## src/rtl/serial_bram_slave_if.sv

```systemverilog
// serial_bram_slave_if: serial frame bus plus bram port between master, slave front end and bram
interface serial_bram_slave_if #(
  parameter int ADDR_WIDTH = 12,
  parameter int DATA_WIDTH = 16
) ();
  logic                  rx;
  logic                  rx_valid;
  logic                  ready;
  logic                  tx;
  logic                  tx_valid;
  logic                  done;
  logic                  bram_wr;
  logic [ADDR_WIDTH-1:0] bram_address;
  logic [DATA_WIDTH-1:0] bram_data;
  logic [DATA_WIDTH-1:0] bram_q;
  modport slave (
    input  rx, rx_valid, bram_q,
    output ready, tx, tx_valid, done, bram_wr, bram_address, bram_data
  );
  modport master (
    output rx, rx_valid, bram_q,
    input  ready, tx, tx_valid, done, bram_wr, bram_address, bram_data
  );
endinterface

```

## src/rtl/serial_bram_slave.sv

```systemverilog
// serial_bram_slave: deserialises write/read frames into bram accesses and serialises read data back
module serial_bram_slave #(
  parameter int MEMORY_DEPTH = 4096,
  parameter int DATA_WIDTH   = 16
) (
  input logic                clk,
  input logic                rstN,
  serial_bram_slave_if.slave bus
);
  localparam int ADDR_WIDTH = $clog2(MEMORY_DEPTH);
  localparam int CW = $clog2((ADDR_WIDTH > DATA_WIDTH ? ADDR_WIDTH : DATA_WIDTH) + 1);
  localparam logic [CW-1:0] A_LAST = CW'(ADDR_WIDTH - 1);
  localparam logic [CW-1:0] D_LAST = CW'(DATA_WIDTH - 1);
  localparam logic [CW-1:0] D_PEN  = CW'(DATA_WIDTH - 2);
  typedef enum logic [2:0] {IDLE, RX_ADDR, RX_DATA, WRITE, READ_WAIT, READ_LATCH, TX_DATA} state_t;
  state_t                state;
  logic                  ctrl;
  logic [CW-1:0]         cnt;
  logic [ADDR_WIDTH-1:0] addr_sr;
  logic [DATA_WIDTH-1:0] data_sr;
  logic [DATA_WIDTH-1:0] tx_sr;
  assign bus.ready = state == IDLE;
  // frame sequencer: receive fields, issue the bram access, then stream read data out MSB first
  always_ff @(posedge clk or negedge rstN) begin
    if (!rstN) begin
      state            <= IDLE;
      ctrl             <= 1'b0;
      cnt              <= '0;
      addr_sr          <= '0;
      data_sr          <= '0;
      tx_sr            <= '0;
      bus.bram_wr      <= 1'b0;
      bus.bram_address <= '0;
      bus.bram_data    <= '0;
      bus.tx           <= 1'b0;
      bus.tx_valid     <= 1'b0;
      bus.done         <= 1'b0;
    end else begin
      case (state)
        IDLE: if (bus.rx_valid) begin
          ctrl  <= bus.rx;
          cnt   <= '0;
          state <= RX_ADDR;
        end
        RX_ADDR: if (!bus.rx_valid) begin
          cnt   <= '0;
          state <= IDLE;
        end else begin
          addr_sr <= {addr_sr[ADDR_WIDTH-2:0], bus.rx};
          if (cnt == A_LAST) begin
            cnt <= '0;
            if (ctrl) state <= RX_DATA;
            else begin
              state            <= READ_WAIT;
              bus.bram_address <= {addr_sr[ADDR_WIDTH-2:0], bus.rx};
            end
          end else cnt <= cnt + 1'b1;
        end
        RX_DATA: if (!bus.rx_valid) begin
          cnt   <= '0;
          state <= IDLE;
        end else begin
          data_sr <= {data_sr[DATA_WIDTH-2:0], bus.rx};
          if (cnt == D_LAST) begin
            cnt              <= '0;
            state            <= WRITE;
            bus.bram_wr      <= 1'b1;
            bus.bram_address <= addr_sr;
            bus.bram_data    <= {data_sr[DATA_WIDTH-2:0], bus.rx};
            bus.done         <= 1'b1;
          end else cnt <= cnt + 1'b1;
        end
        WRITE: begin
          bus.bram_wr <= 1'b0;
          bus.done    <= 1'b0;
          state       <= IDLE;
        end
        READ_WAIT: state <= READ_LATCH;
        READ_LATCH: begin
          tx_sr        <= {bus.bram_q[DATA_WIDTH-2:0], 1'b0};
          bus.tx       <= bus.bram_q[DATA_WIDTH-1];
          bus.tx_valid <= 1'b1;
          cnt          <= '0;
          state        <= TX_DATA;
        end
        TX_DATA: if (cnt == D_LAST) begin
          bus.tx       <= 1'b0;
          bus.tx_valid <= 1'b0;
          bus.done     <= 1'b0;
          cnt          <= '0;
          state        <= IDLE;
        end else begin
          bus.tx   <= tx_sr[DATA_WIDTH-1];
          tx_sr    <= {tx_sr[DATA_WIDTH-2:0], 1'b0};
          bus.done <= cnt == D_PEN;
          cnt      <= cnt + 1'b1;
        end
        default: state <= IDLE;
      endcase
    end
  end
endmodule

```

## src/flat_wrapper.sv

```systemverilog
// flat-port wrapper written by rule: the top's interface ports become plain ports
module serial_bram_slave_flat 
#(
  parameter int MEMORY_DEPTH = 4096,
  parameter int DATA_WIDTH   = 16
)
  (clk, rstN, bus_rx, bus_rx_valid, bus_bram_q, bus_ready, bus_tx, bus_tx_valid, bus_done, bus_bram_wr, bus_bram_address, bus_bram_data);
  serial_bram_slave_if #(.ADDR_WIDTH(12), .DATA_WIDTH(DATA_WIDTH)) bus_i ();
  input logic clk;
  input logic rstN;
  input wire logic [$bits(bus_i.rx)-1:0] bus_rx;
  input wire logic [$bits(bus_i.rx_valid)-1:0] bus_rx_valid;
  input wire logic [$bits(bus_i.bram_q)-1:0] bus_bram_q;
  output wire logic [$bits(bus_i.ready)-1:0] bus_ready;
  output wire logic [$bits(bus_i.tx)-1:0] bus_tx;
  output wire logic [$bits(bus_i.tx_valid)-1:0] bus_tx_valid;
  output wire logic [$bits(bus_i.done)-1:0] bus_done;
  output wire logic [$bits(bus_i.bram_wr)-1:0] bus_bram_wr;
  output wire logic [$bits(bus_i.bram_address)-1:0] bus_bram_address;
  output wire logic [$bits(bus_i.bram_data)-1:0] bus_bram_data;
  assign bus_i.rx = bus_rx;
  assign bus_i.rx_valid = bus_rx_valid;
  assign bus_i.bram_q = bus_bram_q;
  assign bus_ready = bus_i.ready;
  assign bus_tx = bus_i.tx;
  assign bus_tx_valid = bus_i.tx_valid;
  assign bus_done = bus_i.done;
  assign bus_bram_wr = bus_i.bram_wr;
  assign bus_bram_address = bus_i.bram_address;
  assign bus_bram_data = bus_i.bram_data;
  serial_bram_slave #(.MEMORY_DEPTH(MEMORY_DEPTH), .DATA_WIDTH(DATA_WIDTH)) u_core (.clk(clk), .rstN(rstN), .bus(bus_i));
endmodule
```

## config.mk

```make
export PLATFORM = sky130hd
export DESIGN_NAME = serial_bram_slave_flat
export DESIGN_NICKNAME = d
export VERILOG_FILES = /design/src/rtl/serial_bram_slave_if.sv /design/src/rtl/serial_bram_slave.sv /design/src/flat_wrapper.sv
export SDC_FILE = /design/constraint.sdc
export NUM_CORES = 1
export LEC_CHECK = 0
export ABC_AREA = 0
export CAP_MARGIN = 20
export CORE_MARGIN = 2
export CORE_UTILIZATION = 40
export CTS_BUF_LIST = sky130_fd_sc_hd__clkbuf_8
export DETAILED_ROUTE_END_ITERATION = 10
export GPL_ROUTABILITY_DRIVEN = 0
export HOLD_SLACK_MARGIN = 0.05
export PLACE_DENSITY = 0.62
export SLEW_MARGIN = 20
export SYNTH_ARGS = -nofsm -noshare
export SYNTH_HDL_FRONTEND = slang
export SYNTH_SLANG_ARGS = --single-unit
```

## constraint.sdc

```tcl
create_clock -name clk -period 3.9 [get_ports clk]
set_clock_uncertainty 0.15 [all_clocks]
set_input_delay 1.17 -clock clk [delete_from_list [all_inputs] [get_ports clk]]
set_output_delay 1.17 -clock clk [all_outputs]
set_load 0.03 [all_outputs]
```

==> run summary <==
core area: 0.00924 sq mm
Hold Vio Cnt, Final: 0
Synth Area in Compound Gates: 7.25%
grt ovf: 0
mapped cell area: 0.00380 sq mm
post-synthesis net count: 351
first-pass GRT wire length: 11.9 mm
CTS Buf Count: 9
vias in the first global route: 2408
detailed placement HPWL: 4.72 mm
Initial Utilization: 41.1%
post-CTS setup buffer count: 0
Routed Antenna Nets: 0
Total Routing Usage GR: 14.7%
Slew Viols, Final: 0
H-tree levels: 3
initial antenna violation count: 0
Slew @ Worst Pin: 750 ps
Post-CTS Hold Fix Bufs: 0
Synth cell types: 48
sequential cell area: 0.00208 sq mm
Clk pwr share: 24.9%
post-synthesis mux area share: 19.7%
Final Power: 2520 uW
sw power: 824 uW
Synth Area in Adders: 0.989%
Finished Layout Cells: 513
total clock sinks: 83
Die H: 101 um
WL per Instance: 13.7 um
leading cell type in the layout, fill and taps excluded: dfrtp_1
final setup fails: 0
Diodes inserted: 0
Clock Root Buffer: clkbuf_8
yosys warns: 0
CP startpoint kind: flip-flop
crit path DAT: 1650 ps
CP max FO: 2
crit path time final: 2970 ps
r2r setup slk: 1360 ps
clk buf depth: 2
syn avg cell area: 11.6 sq um
fin crit share: 76.1%
Filler cells: 850
IO buf count: 52
DR pass1 iterations: 5
Synth Instances: 328
max cap viols: 0
cell internal pwr: 1690 uW
via/cell ratio: 4.90
row count: 35
1st-iter DRT viols: 95
Top Ports: 53
width of the die: 101 um
worst relative slew slack: 50.0%
TNS Setup: 0 ps
Yosys reg bits: 83
critical path required time: 2580 ps
share of layout cells above drive strength 1: 19.8%
Clk Latency, worst-skew pair: 360 ps
unrepaired setup endpoints after global routing: false
main combinational cell family by area after synthesis: multiplexers
switching part of the total: 32.7%
detailed-route wire length: 7.02 mm
DP Cell Count: 497
CTS tree: built
status: completed
sequential share of power: 47.2%
XOR/XNOR share of the synthesized area: 0.231%
Worst setup EP type: output pin
PD cells: 544 mW/mm^2
HP Class: flip-flop to flip-flop
Clk pin slew, worst setup/hold paths: 80 ps
via count: 2513
sequential-to-total area share from yosys stat: 54.7%
Simple-Gate Fraction of Synth Area: 14.0%
Peak VDD IR: 0.228 mV
synth-to-layout area growth: 22.0%
post_cts resized: 0
die area: 0.0103 sq mm
DRC Markers: 0
Nets: 402
Multi-input gate area: 0.00161 sq mm
worst setup path class: flip-flop to output pin
most frequent cells in the layout: dfrtp_1, nand2_1, clkdlybuf4s50_1
Gate power share: 28.0%
fraction of registers with async set/reset: 100%
Synth Flop Type: dfrtp_1
Peak Freq: 0.337 GHz
Post-synth EDFFs: 0
Lkg Pwr: 0.00218 uW
largest net degree at the start of global routing: 84
## synth_stat cells (2+ instances only)
cell / count / area share, %
dfrtp_1: 83 / 55
nand2_1: 51 / 5.0
mux2_2: 44 / 13
nor2_1: 24 / 2.4
a21oi_1: 23 / 3.0
mux2i_1: 15 / 4.0
buf_2: 12 / 1.6
mux2_1: 9 / 2.7
o21ai_0: 7 / 0.92
nand3_1: 4 / 0.53
nand3b_1: 4 / 0.79
nor3_1: 4 / 0.53
ha_1: 3 / 0.99
inv_1: 3 / 0.30
nor2b_1: 3 / 0.49
a41oi_1: 2 / 0.46
buf_4: 2 / 0.40
buf_6: 2 / 0.59
clkbuf_1: 2 / 0.20
nand2b_1: 2 / 0.33
nand4b_1: 2 / 0.46
## layout make-up
cell class	instances	area share (%)
Clock buffer	9	2.67
Tap cell	129	3.48
Inverter	3	0.243
Clock inverter	7	1.65
Multi-Input combinational cell	223	34.7
Sequential cell	83	44.8
Timing Repair Buffer	59	12.4
## power by group through the flow
stage	clock network (uW)	registers (uW)	logic (uW)
final	627	1190	704
after global routing	690	1220	788
after CTS	650	1190	718
after detailed placement	0	1210	714
after global placement	0	1200	698
after floorplan	0	1200	496
## kinds of logic (layout without fill, tap and decap cells)
group | count (synthesis) | in the layout
and+or+nand+nor | 106 | 106
DFF | 83 | 83
muxes | 68 | 68
AOI/OAI and AO/OA | 45 | 45
buffers and inverters | 22 | 78
adders and majority gates | 3 | 3
xor gates and xnor gates | 1 | 1
## critical path: stages (launching register included)
cell and delay, ps:
dfrtp_1 380, nor3_1 190, clkdlybuf4s50_1 730
## through the flow
step / utilization [%] / setup WS [ps] / hold WS, ps / instance area, sq um
after floorplan: - / 1090 / 290 / 3800
after global placement: 47.9 / 783 / 315 / 4430
after detailed placement: 47.9 / 663 / 317 / 4430
after CTS: 50.1 / 887 / 338 / 4630
after global routing: 50.1 / 874 / 358 / 4630
final: 50.1 / 931 / 337 / 4630
## final timing paths
kind | startpoint | end | cells past startpoint
max | u_core.state[2]$_DFFE_PN0P_ | bus_ready | 2
min | u_core.data_sr[14]$_DFFE_PN0P_ | u_core.data_sr[14]$_DFFE_PN0P_ | 2
max reg2reg | u_core.state[1]$_DFFE_PN0P_ | u_core.bus.bram_data[4]$_DFFE_PN0P_ | 5
min reg2reg | u_core.data_sr[14]$_DFFE_PN0P_ | u_core.data_sr[14]$_DFFE_PN0P_ | 2
max in group asynchronous | rstN | u_core.tx_sr[11]$_DFFE_PN0P_ | 1
min in group asynchronous | rstN | u_core.bus.bram_data[3]$_DFFE_PN0P_ | 1
## routing by layer
layer	vias to the layer above	GRT usage (%)	wire, um
met2	36	23.1	3380
li1	1242	-	-
met4	0	6.86	146
met5	-	0	0
met1	1223	19.9	3320
met3	12	2.48	165
## state kept, by name (all words and copies together), names as in the netlist
signal	cells
u_core.addr_sr	12
u_core.bus.bram_address	12
u_core.bus.bram_data	16
u_core.bus.bram_wr	1
u_core.bus.done	1
u_core.bus.tx	1
u_core.bus.tx_valid	1
u_core.cnt	5
u_core.ctrl	1
u_core.data_sr	15
u_core.state	3
u_core.tx_sr	15
Power figures use the tool's default switching activity.
